<file path="src/rtl/vga_pkg.sv">
// Shared 640x480@60 raster constants and count types for the timing generator and pixel generator.
package vga_pkg;

  localparam int unsigned VGA_CLK_DIV    = 4;
  localparam int unsigned VGA_GEN_FRAMES = 30;

  localparam int unsigned VGA_H_ACTIVE = 640;
  localparam int unsigned VGA_H_FP     = 16;
  localparam int unsigned VGA_H_SYNC   = 96;
  localparam int unsigned VGA_H_BP     = 48;
  localparam int unsigned VGA_H_TOTAL  = VGA_H_ACTIVE + VGA_H_FP + VGA_H_SYNC + VGA_H_BP;

  localparam int unsigned VGA_V_ACTIVE = 480;
  localparam int unsigned VGA_V_FP     = 10;
  localparam int unsigned VGA_V_SYNC   = 2;
  localparam int unsigned VGA_V_BP     = 33;
  localparam int unsigned VGA_V_TOTAL  = VGA_V_ACTIVE + VGA_V_FP + VGA_V_SYNC + VGA_V_BP;

  localparam int unsigned VGA_H_SYNC_START = VGA_H_ACTIVE + VGA_H_FP;
  localparam int unsigned VGA_H_SYNC_END   = VGA_H_SYNC_START + VGA_H_SYNC - 1;
  localparam int unsigned VGA_V_SYNC_START = VGA_V_ACTIVE + VGA_V_FP;
  localparam int unsigned VGA_V_SYNC_END   = VGA_V_SYNC_START + VGA_V_SYNC - 1;

  localparam int unsigned VGA_H_W     = $clog2(VGA_H_TOTAL);
  localparam int unsigned VGA_V_W     = $clog2(VGA_V_TOTAL);
  localparam int unsigned VGA_FRAME_W = 8;

  typedef logic [VGA_H_W-1:0] hcount_t;
  typedef logic [VGA_V_W-1:0] vcount_t;

endpackage

</file>
<file path="src/rtl/vga_axis_counter.sv">
// One raster axis: enabled wrap counter 0..MAX with a registered active-low sync decode.
module vga_axis_counter
  import vga_pkg::*;
#(
  parameter int unsigned W          = VGA_H_W,
  parameter int unsigned MAX        = VGA_H_TOTAL - 1,
  parameter int unsigned SYNC_START = VGA_H_SYNC_START,
  parameter int unsigned SYNC_END   = VGA_H_SYNC_END
) (
  input  logic         clk,
  input  logic         rst_n,
  input  logic         en,
  output logic [W-1:0] count,
  output logic         sync_n,
  output logic         wrap_c
);

  logic [W-1:0] count_d, count_q;
  logic         sync_n_d, sync_n_q;

  // Sync is decoded from the next count so it moves in the same clock as the count.
  always_comb begin
    count_d  = count_q;
    wrap_c   = en && (count_q == W'(MAX));
    if (en) begin
      count_d = wrap_c ? '0 : count_q + W'(1);
    end
    sync_n_d = !((count_d >= W'(SYNC_START)) && (count_d <= W'(SYNC_END)));
  end

  always_ff @(posedge clk or negedge rst_n) begin
    if (!rst_n) begin
      count_q  <= '0;
      sync_n_q <= 1'b1;
    end else begin
      count_q  <= count_d;
      sync_n_q <= sync_n_d;
    end
  end

  assign count  = count_q;
  assign sync_n = sync_n_q;

endmodule

</file>
<file path="src/rtl/vga_timing_generator.sv">
// VGA raster timing: pixel-rate divider, H/V counters with sync, frame strobe and
// Game-of-Life generation strobe (auto every GEN_FRAMES frames while running, or on request).
module vga_timing_generator
  import vga_pkg::*;
#(
  parameter int unsigned CLK_DIV    = VGA_CLK_DIV,
  parameter int unsigned H_ACTIVE   = VGA_H_ACTIVE,
  parameter int unsigned H_FP       = VGA_H_FP,
  parameter int unsigned H_SYNC     = VGA_H_SYNC,
  parameter int unsigned H_BP       = VGA_H_BP,
  parameter int unsigned V_ACTIVE   = VGA_V_ACTIVE,
  parameter int unsigned V_FP       = VGA_V_FP,
  parameter int unsigned V_SYNC     = VGA_V_SYNC,
  parameter int unsigned V_BP       = VGA_V_BP,
  parameter int unsigned GEN_FRAMES = VGA_GEN_FRAMES
) (
  input  logic       clk,
  input  logic       rst_n,
  input  logic       run,
  input  logic       stepReq,
  output logic       pixTick,
  output logic [9:0] hCount,
  output logic [9:0] vCount,
  output logic       hSync,
  output logic       vSync,
  output logic       frameStart,
  output logic       genTick
);

  localparam int unsigned H_TOTAL      = H_ACTIVE + H_FP + H_SYNC + H_BP;
  localparam int unsigned V_TOTAL      = V_ACTIVE + V_FP + V_SYNC + V_BP;
  localparam int unsigned H_SYNC_START = H_ACTIVE + H_FP;
  localparam int unsigned H_SYNC_END   = H_SYNC_START + H_SYNC - 1;
  localparam int unsigned V_SYNC_START = V_ACTIVE + V_FP;
  localparam int unsigned V_SYNC_END   = V_SYNC_START + V_SYNC - 1;
  localparam int unsigned DIV_W        = (CLK_DIV > 1) ? $clog2(CLK_DIV) : 1;

  logic [DIV_W-1:0]       div_cnt_d, div_cnt_q;
  logic                   pix_tick_d, pix_tick_q;
  logic                   frame_start_d, frame_start_q;
  logic                   gen_tick_d, gen_tick_q;
  logic                   step_pending_d, step_pending_q;
  logic [VGA_FRAME_W-1:0] frame_cnt_d, frame_cnt_q;

  logic    pix_en_c;
  logic    h_wrap_c;
  logic    v_wrap_c;
  logic    step_c;
  logic    expire_c;
  hcount_t h_count;
  vcount_t v_count;
  logic    h_sync_n;
  logic    v_sync_n;

  // Pixel enable is the divider wrap; pixTick is its registered copy, aligned with the count update.
  always_comb begin
    pix_en_c   = (div_cnt_q == DIV_W'(CLK_DIV - 1));
    div_cnt_d  = pix_en_c ? '0 : div_cnt_q + DIV_W'(1);
    pix_tick_d = pix_en_c;
  end

  vga_axis_counter #(
    .W          (VGA_H_W),
    .MAX        (H_TOTAL - 1),
    .SYNC_START (H_SYNC_START),
    .SYNC_END   (H_SYNC_END)
  ) u_h_counter (
    .clk    (clk),
    .rst_n  (rst_n),
    .en     (pix_en_c),
    .count  (h_count),
    .sync_n (h_sync_n),
    .wrap_c (h_wrap_c)
  );

  vga_axis_counter #(
    .W          (VGA_V_W),
    .MAX        (V_TOTAL - 1),
    .SYNC_START (V_SYNC_START),
    .SYNC_END   (V_SYNC_END)
  ) u_v_counter (
    .clk    (clk),
    .rst_n  (rst_n),
    .en     (h_wrap_c),
    .count  (v_count),
    .sync_n (v_sync_n),
    .wrap_c (v_wrap_c)
  );

  // Generation control acts only on the raster wrap; a request sampled on that same edge is consumed there.
  always_comb begin
    frame_start_d  = v_wrap_c;
    frame_cnt_d    = frame_cnt_q;
    step_pending_d = step_pending_q | stepReq;
    gen_tick_d     = 1'b0;
    step_c         = step_pending_q | stepReq;
    expire_c       = run && (frame_cnt_q == VGA_FRAME_W'(GEN_FRAMES - 1));
    if (v_wrap_c) begin
      gen_tick_d = step_c | expire_c;
      if (run) begin
        frame_cnt_d = (step_c | expire_c) ? '0 : frame_cnt_q + VGA_FRAME_W'(1);
      end
      if (step_c | expire_c) begin
        step_pending_d = 1'b0;
      end
    end
  end

  always_ff @(posedge clk or negedge rst_n) begin
    if (!rst_n) begin
      div_cnt_q      <= '0;
      pix_tick_q     <= 1'b0;
      frame_start_q  <= 1'b0;
      gen_tick_q     <= 1'b0;
      step_pending_q <= 1'b0;
      frame_cnt_q    <= '0;
    end else begin
      div_cnt_q      <= div_cnt_d;
      pix_tick_q     <= pix_tick_d;
      frame_start_q  <= frame_start_d;
      gen_tick_q     <= gen_tick_d;
      step_pending_q <= step_pending_d;
      frame_cnt_q    <= frame_cnt_d;
    end
  end

  assign pixTick    = pix_tick_q;
  assign hCount     = h_count;
  assign vCount     = v_count;
  assign hSync      = h_sync_n;
  assign vSync      = v_sync_n;
  assign frameStart = frame_start_q;
  assign genTick    = gen_tick_q;

endmodule

</file>
<file path="config.mk">
export PLATFORM = sky130hd
export DESIGN_NAME = vga_timing_generator
export DESIGN_NICKNAME = d
export VERILOG_FILES = /design/src/rtl/vga_pkg.sv /design/src/rtl/vga_axis_counter.sv /design/src/rtl/vga_timing_generator.sv
export SDC_FILE = /design/constraint.sdc
export NUM_CORES = 1
export LEC_CHECK = 0
export BUFFER_PORTS_ARGS = -buffer_cell sky130_fd_sc_hd__clkbuf_2
export CAP_MARGIN = 20
export CORE_UTILIZATION = 60
export DETAILED_ROUTE_END_ITERATION = 8
export PLACE_DENSITY = 0.9
export SYNTH_ARGS = -nofsm -noshare
export SYNTH_HDL_FRONTEND = slang
export SYNTH_HIERARCHICAL = 1
export SYNTH_SLANG_ARGS = --single-unit
</file>
<file path="constraint.sdc">
create_clock -name clk -period 5.7 [get_ports clk]
set_clock_uncertainty 0.1 [all_clocks]
set_input_delay 1.14 -clock clk [delete_from_list [all_inputs] [get_ports clk]]
set_output_delay 1.14 -clock clk [all_outputs]
set_load 0.02 [all_outputs]
</file>
==> impl_metrics.ini, run 1 <==
[worst_setup_path]
worstReg2RegEnd = frame_cnt_q[3]$_DFFE_PN0P_
crit_required_ps = 5890
path_class = register to register
worstSetupStartpointType = register
rr_worst_depth = 10
r2r-start = div_cnt_q[0]$_DFF_PN0_
cp.arrival_ps = 3460
r2r_setup_slack_ps = 2430
worstPathMaxFanout = 13
cp-startpoint = div_cnt_q[0]$_DFF_PN0_
worstSetupEndpointType = register

[routing]
wl_per_cell_um = 14.9
drc = 0
drt_iter0_markers = 75
drt_first_pass_iters = 4
ant_nets = 0
wl_um = 3630
vias = 1458
vias_per_cell = 5.98

[logic_synthesis]
postSynth.asyncResetShare_pct = 100
ys_seq_area_share_pct = 48.2
synth_area_leaders = dfrtp_1 (45%), xnor2_1 (4.7%), ha_1 (4.0%), nand2_1 (3.8%), nor2_1 (3.8%)
synth_area_leader_cell = dfrtp_1
ys_types = 47
postSynthCellCount = 182
syn_avg_cell_area_um2 = 10.3
synth_seq_cells = 36
yosysWarnings = 6
syn_area_um2 = 1870
synthFlopType = dfrtp_1
synth_edf_count = 0
syn_nets = 192
synth_top_area_share_pct = 45.4

[status]
status = finished, final reports clean

[floorplan]
die_area_um2 = 3350
io_pins = 29
initial_core_util_pct = 65.7
rows = 19
coreArea_um2 = 2850
die_h_um = 57.9
die_w_um = 57.9

[cts]
clockBufferDepth = 2
clkTransAtPathRegs_ps = 100
cts_hold_buf = 0
postCtsResizedCells = 0
cts_root_buffer = clkbuf_4
cts_tree = done
cts_made_buffers = 5
cts.sinks = 36
cts_setup_buffers = 0
clk_latency_ps = 340
cts.htree.levels = 2

[pwr]
power.density_nw_per_um2 = 198
power_frac_clock_pct = 36.7
p_seq_share_pct = 61.6
power_mw = 0.417
swShare_pct = 20.8
power.internal_mw = 0.330
peakVddDrop_uv = 152
p_leak_nw = 0.947
combinationalPowerShare_pct = 1.6
switchingPower_mw = 0.0868

[global_routing]
grt_util_all_layers_pct = 24.6
grt_max_degree = 37
grt_overflow = 0
antenna_found_initial = 0
grt_pass1_vias = 1338
grt_pass1_wl_um = 6080

[finish]
ff_latch_area_um2 = 903
nets = 222
antenna_cells = 0
num-fill-cells = 201
multi_input_area_um2 = 923
mostFrequentLayoutCell = dfrtp_1
layout_common_cells = dfrtp_1 (34), clkbuf_2 (28), nor2_1 (19), nand2_1 (19), xnor2_1 (10)
final_area_um2 = 2100
layout-drive-gt1-share_pct = 23.9
syn_to_final_growth_pct = 12.2

[timing]
worst_hold_slack_ps = 337
hold_viol_final = 0
max_freq_ghz = 0.306
tns_ps = 0
fin_ws_ps = 2430
setup-violations-final = 0
fin_crit_ps = 3270
fin_crit_sh_pct = 57.4
tightest_slew_ps = 837
maxSlewHeadroom_pct = 44.2
rsz0062_at_grt = false
final_max_slew_viol_count = 0

[job]
cap_violations = 0

[worst_hold_path]
min_from = div_cnt_q[0]$_DFF_PN0_
hp-class = register to register
holdPathEnd = div_cnt_q[0]$_DFF_PN0_
min_path_cells = 1

[placement]
pre_cts_ws_ps = 2460
dpl_cell_area_um2 = 2030
dp_hpwl_um = 2580
port_buffers = 28
gp_congestion = 0.867
[critical path, cell delays in order, from the launching register on]
cell and delay [ps]:
dfrtp_1 360, ha_1 340, nand2_2 170, nor2_1 140
and3_1 440, nand3_1 240, nor3_4 430, nand2_1 320
or3_1 430, a21oi_1 150, a21o_1 100
[routing by layer]
| layer | track usage, % | wire [um] | vias to the layer above |
|---|---|---|---|
| met3 | 8.04 | 158 | 7 |
| met1 | 31.3 | 1520 | 704 |
| met5 | 0 | 0 | - |
| li1 | - | - | 701 |
| met2 | 39.2 | 1890 | 46 |
| met4 | 9.86 | 61 | 0 |
[Yosys cell counts, types with 3 or more instances]
master and n:
nand2_1 19, inv_1 7, nand3_1 9, nor3_1 4, ha_1 6, xor2_1 8
nand2b_1 3, dfrtp_1 34, xnor2_1 10, nor4_1 3, clkbuf_1 4, nor2_1 19
o21ai_0 3, nand4_1 7
[power by group through the flow]
stage          Clock [mW]  Sequential [mW]  Combinational (mW)
3_5_place_dp            0            0.262             0.00732
4_1_cts             0.158            0.257             0.00746
3_3_place_gp            0            0.262             0.00718
5_1_grt             0.169            0.257             0.00821
6_report            0.153            0.257             0.00685
2_1_floorplan           0            0.262             0.00109
[how the worst max path moves through the flow]
| stage | to | slack (ps) |
|---|---|---|
| final | frame_cnt_q[3]$_DFFE_PN0P_ | 2430 |
| after detailed placement | frame_cnt_q[3]$_DFFE_PN0P_ | 2460 |
| after global routing | frame_cnt_q[3]$_DFFE_PN0P_ | 2090 |
| after CTS | frame_cnt_q[3]$_DFFE_PN0P_ | 2450 |
| after global placement | frame_cnt_q[7]$_DFFE_PN0P_ | 2660 |
| after floorplan | frame_cnt_q[5]$_DFFE_PN0P_ | 2820 |
[area by class of cell]
cell class	instances	area share, %
Timing Repair Buffer	28	6.67
Sequential cell	36	43.0
Tap cell	31	1.85
Clock buffer	8	3.28
Multi-Input combinational cell	134	44.0
Inverter	7	1.25
[registers in the layout, indices dropped and copies added (netlist names)]
register	count
div_cnt_q	2
u_v_counter/count	10
frame_cnt_q	8
genTick	1
u_h_counter/count	10
frameStart	1
step_pending_q	1
pixTick	1
u_v_counter/sync_n	1
u_h_counter/sync_n	1
[cell families (layout without fill, tap and decap cells)]
family,Yosys count,in the layout,share of synthesized area (%)
AOI/OAI and AO/OA,19,19,8.55
xor gates and xnor gates,18,18,8.42
adders and majority gates,6,6,4.01
buffers and inverters,12,43,2.47
DFF,36,36,48.2
muxes,4,4,2.27
and+or+nand+nor,87,87,26.1
[stage by stage]
| stage | cells | utilization (%) |
|---|---|---|
| detailed placement | 236 | 71.2 |
| global route | 244 | 73.6 |
| global placement | 236 | 71.2 |
| floorplan | 182 | - |
| finish | 244 | 73.6 |
| CTS | 244 | 73.6 |
Power figures use the tool's default switching activity.
==> run 2: changes to the inputs <==
Settings changed: CORE_UTILIZATION 60 to 50, PLACE_DENSITY 0.9 to 0.8.
Clock period 5.7 ns to 2.7 ns, I/O delays scaled along.
==> run 2 against run 1 <==
Compared with the run above: design area rose by 4.5%; sequential share of layout area fell by 1.7 points; worst hold slack got worse by 180 ps; utilization fell by 10 points; worst setup slack got worse by 2200 ps; fmax rose by 34%; total power rose by 130%; global-route usage fell by 3.2 points.
==> impl_metrics.ini, run 2 (synthesized netlist as in run 1, its figures left out) <==
[cts]
postCtsResizedCells = 0
cts_made_buffers = 5
clkTransAtPathRegs_ps = 70
cts_hold_buf = 0
clockBufferDepth = 2
cts_tree = done
clk_latency_ps = 290
cts.htree.levels = 2
cts.sinks = 36
cts_root_buffer = clkbuf_8
cts_setup_buffers = 0

[worst_setup_path]
crit_required_ps = 2840
path_class = register to register
worstPathMaxFanout = 13
cp.arrival_ps = 2570
crit_chain = ha_2 > nand2_2 > nor2_1 > and3_1 > nand3_1 > nor3_4 > nand2_2 > or3_1 > a21oi_1 > a21o_1
worstSetupEndpointType = register
worstSetupStartpointType = register
crit_path_top_delay_cell = or3_1
cp_slowest_stage_delay_ps = 380
crit_top_cell = nand2_2

[global_routing]
grt_overflow = 0
gr-usage-met3_pct = 5.62
antenna_found_initial = 0
grt_util_all_layers_pct = 21.4
use_met1_pct = 27.1
grt_util_met2_pct = 34.3
grt_max_degree = 26
grt_pass1_wl_um = 6620
top_usage_layer = met2
grt_pass1_vias = 1476

[routing]
vias = 1441
vias_per_cell = 5.46
drc = 0
drt_first_pass_iters = 4
wl_per_cell_um = 13.8
ant_nets = 0
drt_iter0_markers = 119
wl_um = 3650

[timing]
rsz0062_at_grt = false
maxSlewHeadroom_pct = 58.3
final_max_slew_viol_count = 0
setup-violations-final = 0
tightest_slew_ps = 626
tns_ps = 0
fin_crit_ps = 2440
hold_viol_final = 0
fin_crit_sh_pct = 90.3
max_freq_ghz = 0.410

[floorplan]
coreArea_um2 = 3470
initial_core_util_pct = 54.0
die_area_um2 = 3990
io_pins = 29
die_w_um = 63.2
rows = 21
die_h_um = 63.2

[placement]
gp_congestion = 0.845
port_buffers = 28
dp_hpwl_um = 2620

[pwr]
p_leak_nw = 0.982
peakVddDrop_uv = 308
power.density_nw_per_um2 = 436
power_mw = 0.956

[status]
status = finished, final reports clean

[finish]
num-fill-cells = 302
mostFrequentLayoutCell = dfrtp_1
layout-drive-gt1-share_pct = 28.4
antenna_cells = 0
layout_common_cells = dfrtp_1 (32), clkbuf_2 (28), nor2_1 (19), nand2_1 (18), xnor2_1 (10)
nets = 227
syn_to_final_growth_pct = 17.2

[worst_hold_path]
hp-class = primary input to async pin

[job]
cap_violations = 0
[run 2: area by class of cell]
type	instances	area, um2	area share (%)
multi-input combinational	134	935	42.6
sequential	36	906	41.3
timing repair buffer	33	178	8.10
clock buffer	6	82.6	3.76
tap	46	57.6	2.62
inverter	7	26.3	1.20
clock inverter	2	10.0	0.456
[run 2: where the power goes]
group	internal [mW]	switching [mW]	total (mW)	leakage, nW
Clock	0.204	0.194	0.398	0.0510
Combinational	0.00374	0.0127	0.0164	0.460
Sequential	0.541	0.00168	0.542	0.472
Total	0.748	0.209	0.956	0.982
[run 2: worst paths after layout]
path	from	end	slack, ps	cells past startpoint
worst max-delay path	div_cnt_q[0]$_DFF_PN0_	frame_cnt_q[3]$_DFFE_PN0P_	260	10
worst min-delay path	rst_n	frame_cnt_q[0]$_DFFE_PN0P_	160	1
worst max register to register	div_cnt_q[0]$_DFF_PN0_	frame_cnt_q[3]$_DFFE_PN0P_	260	10
worst min register to register	div_cnt_q[0]$_DFF_PN0_	div_cnt_q[0]$_DFF_PN0_	330	1
max in group asynchronous	rst_n	u_v_counter/sync_n$_DFF_PN1_	1670	2
min in group clk	div_cnt_q[0]$_DFF_PN0_	div_cnt_q[0]$_DFF_PN0_	330	1
[run 2: critical path, delay by kind of cell (launching register included)]
| family | cells | cell delay [ps] |
|---|---|---|
| DFF | 1 | 360 |
| and+or+nand+nor | 7 | 1450 |
| adders and majority gates | 1 | 270 |
| AOI/OAI and AO/OA | 2 | 220 |
[run 2: per-layer routing]
layer | wire, um | up-vias
li1 | - | 709
met1 | 1660 | 699
met2 | 1790 | 27
met3 | 143 | 6
met4 | 58 | 0
met5 | 0 | -
[run 2: stage by stage]
stage	hold slack, ps	cells	setup WS (ps)	util [%]	instance area [um2]
final	155	264	262	63.3	2190
after global routing	207	264	56.0	63.3	2190
after CTS	172	264	171	63.0	2190
after detailed placement	326	256	178	60.4	2090
after global placement	318	256	271	60.4	2090
after floorplan	144	182	24.2	-	1880
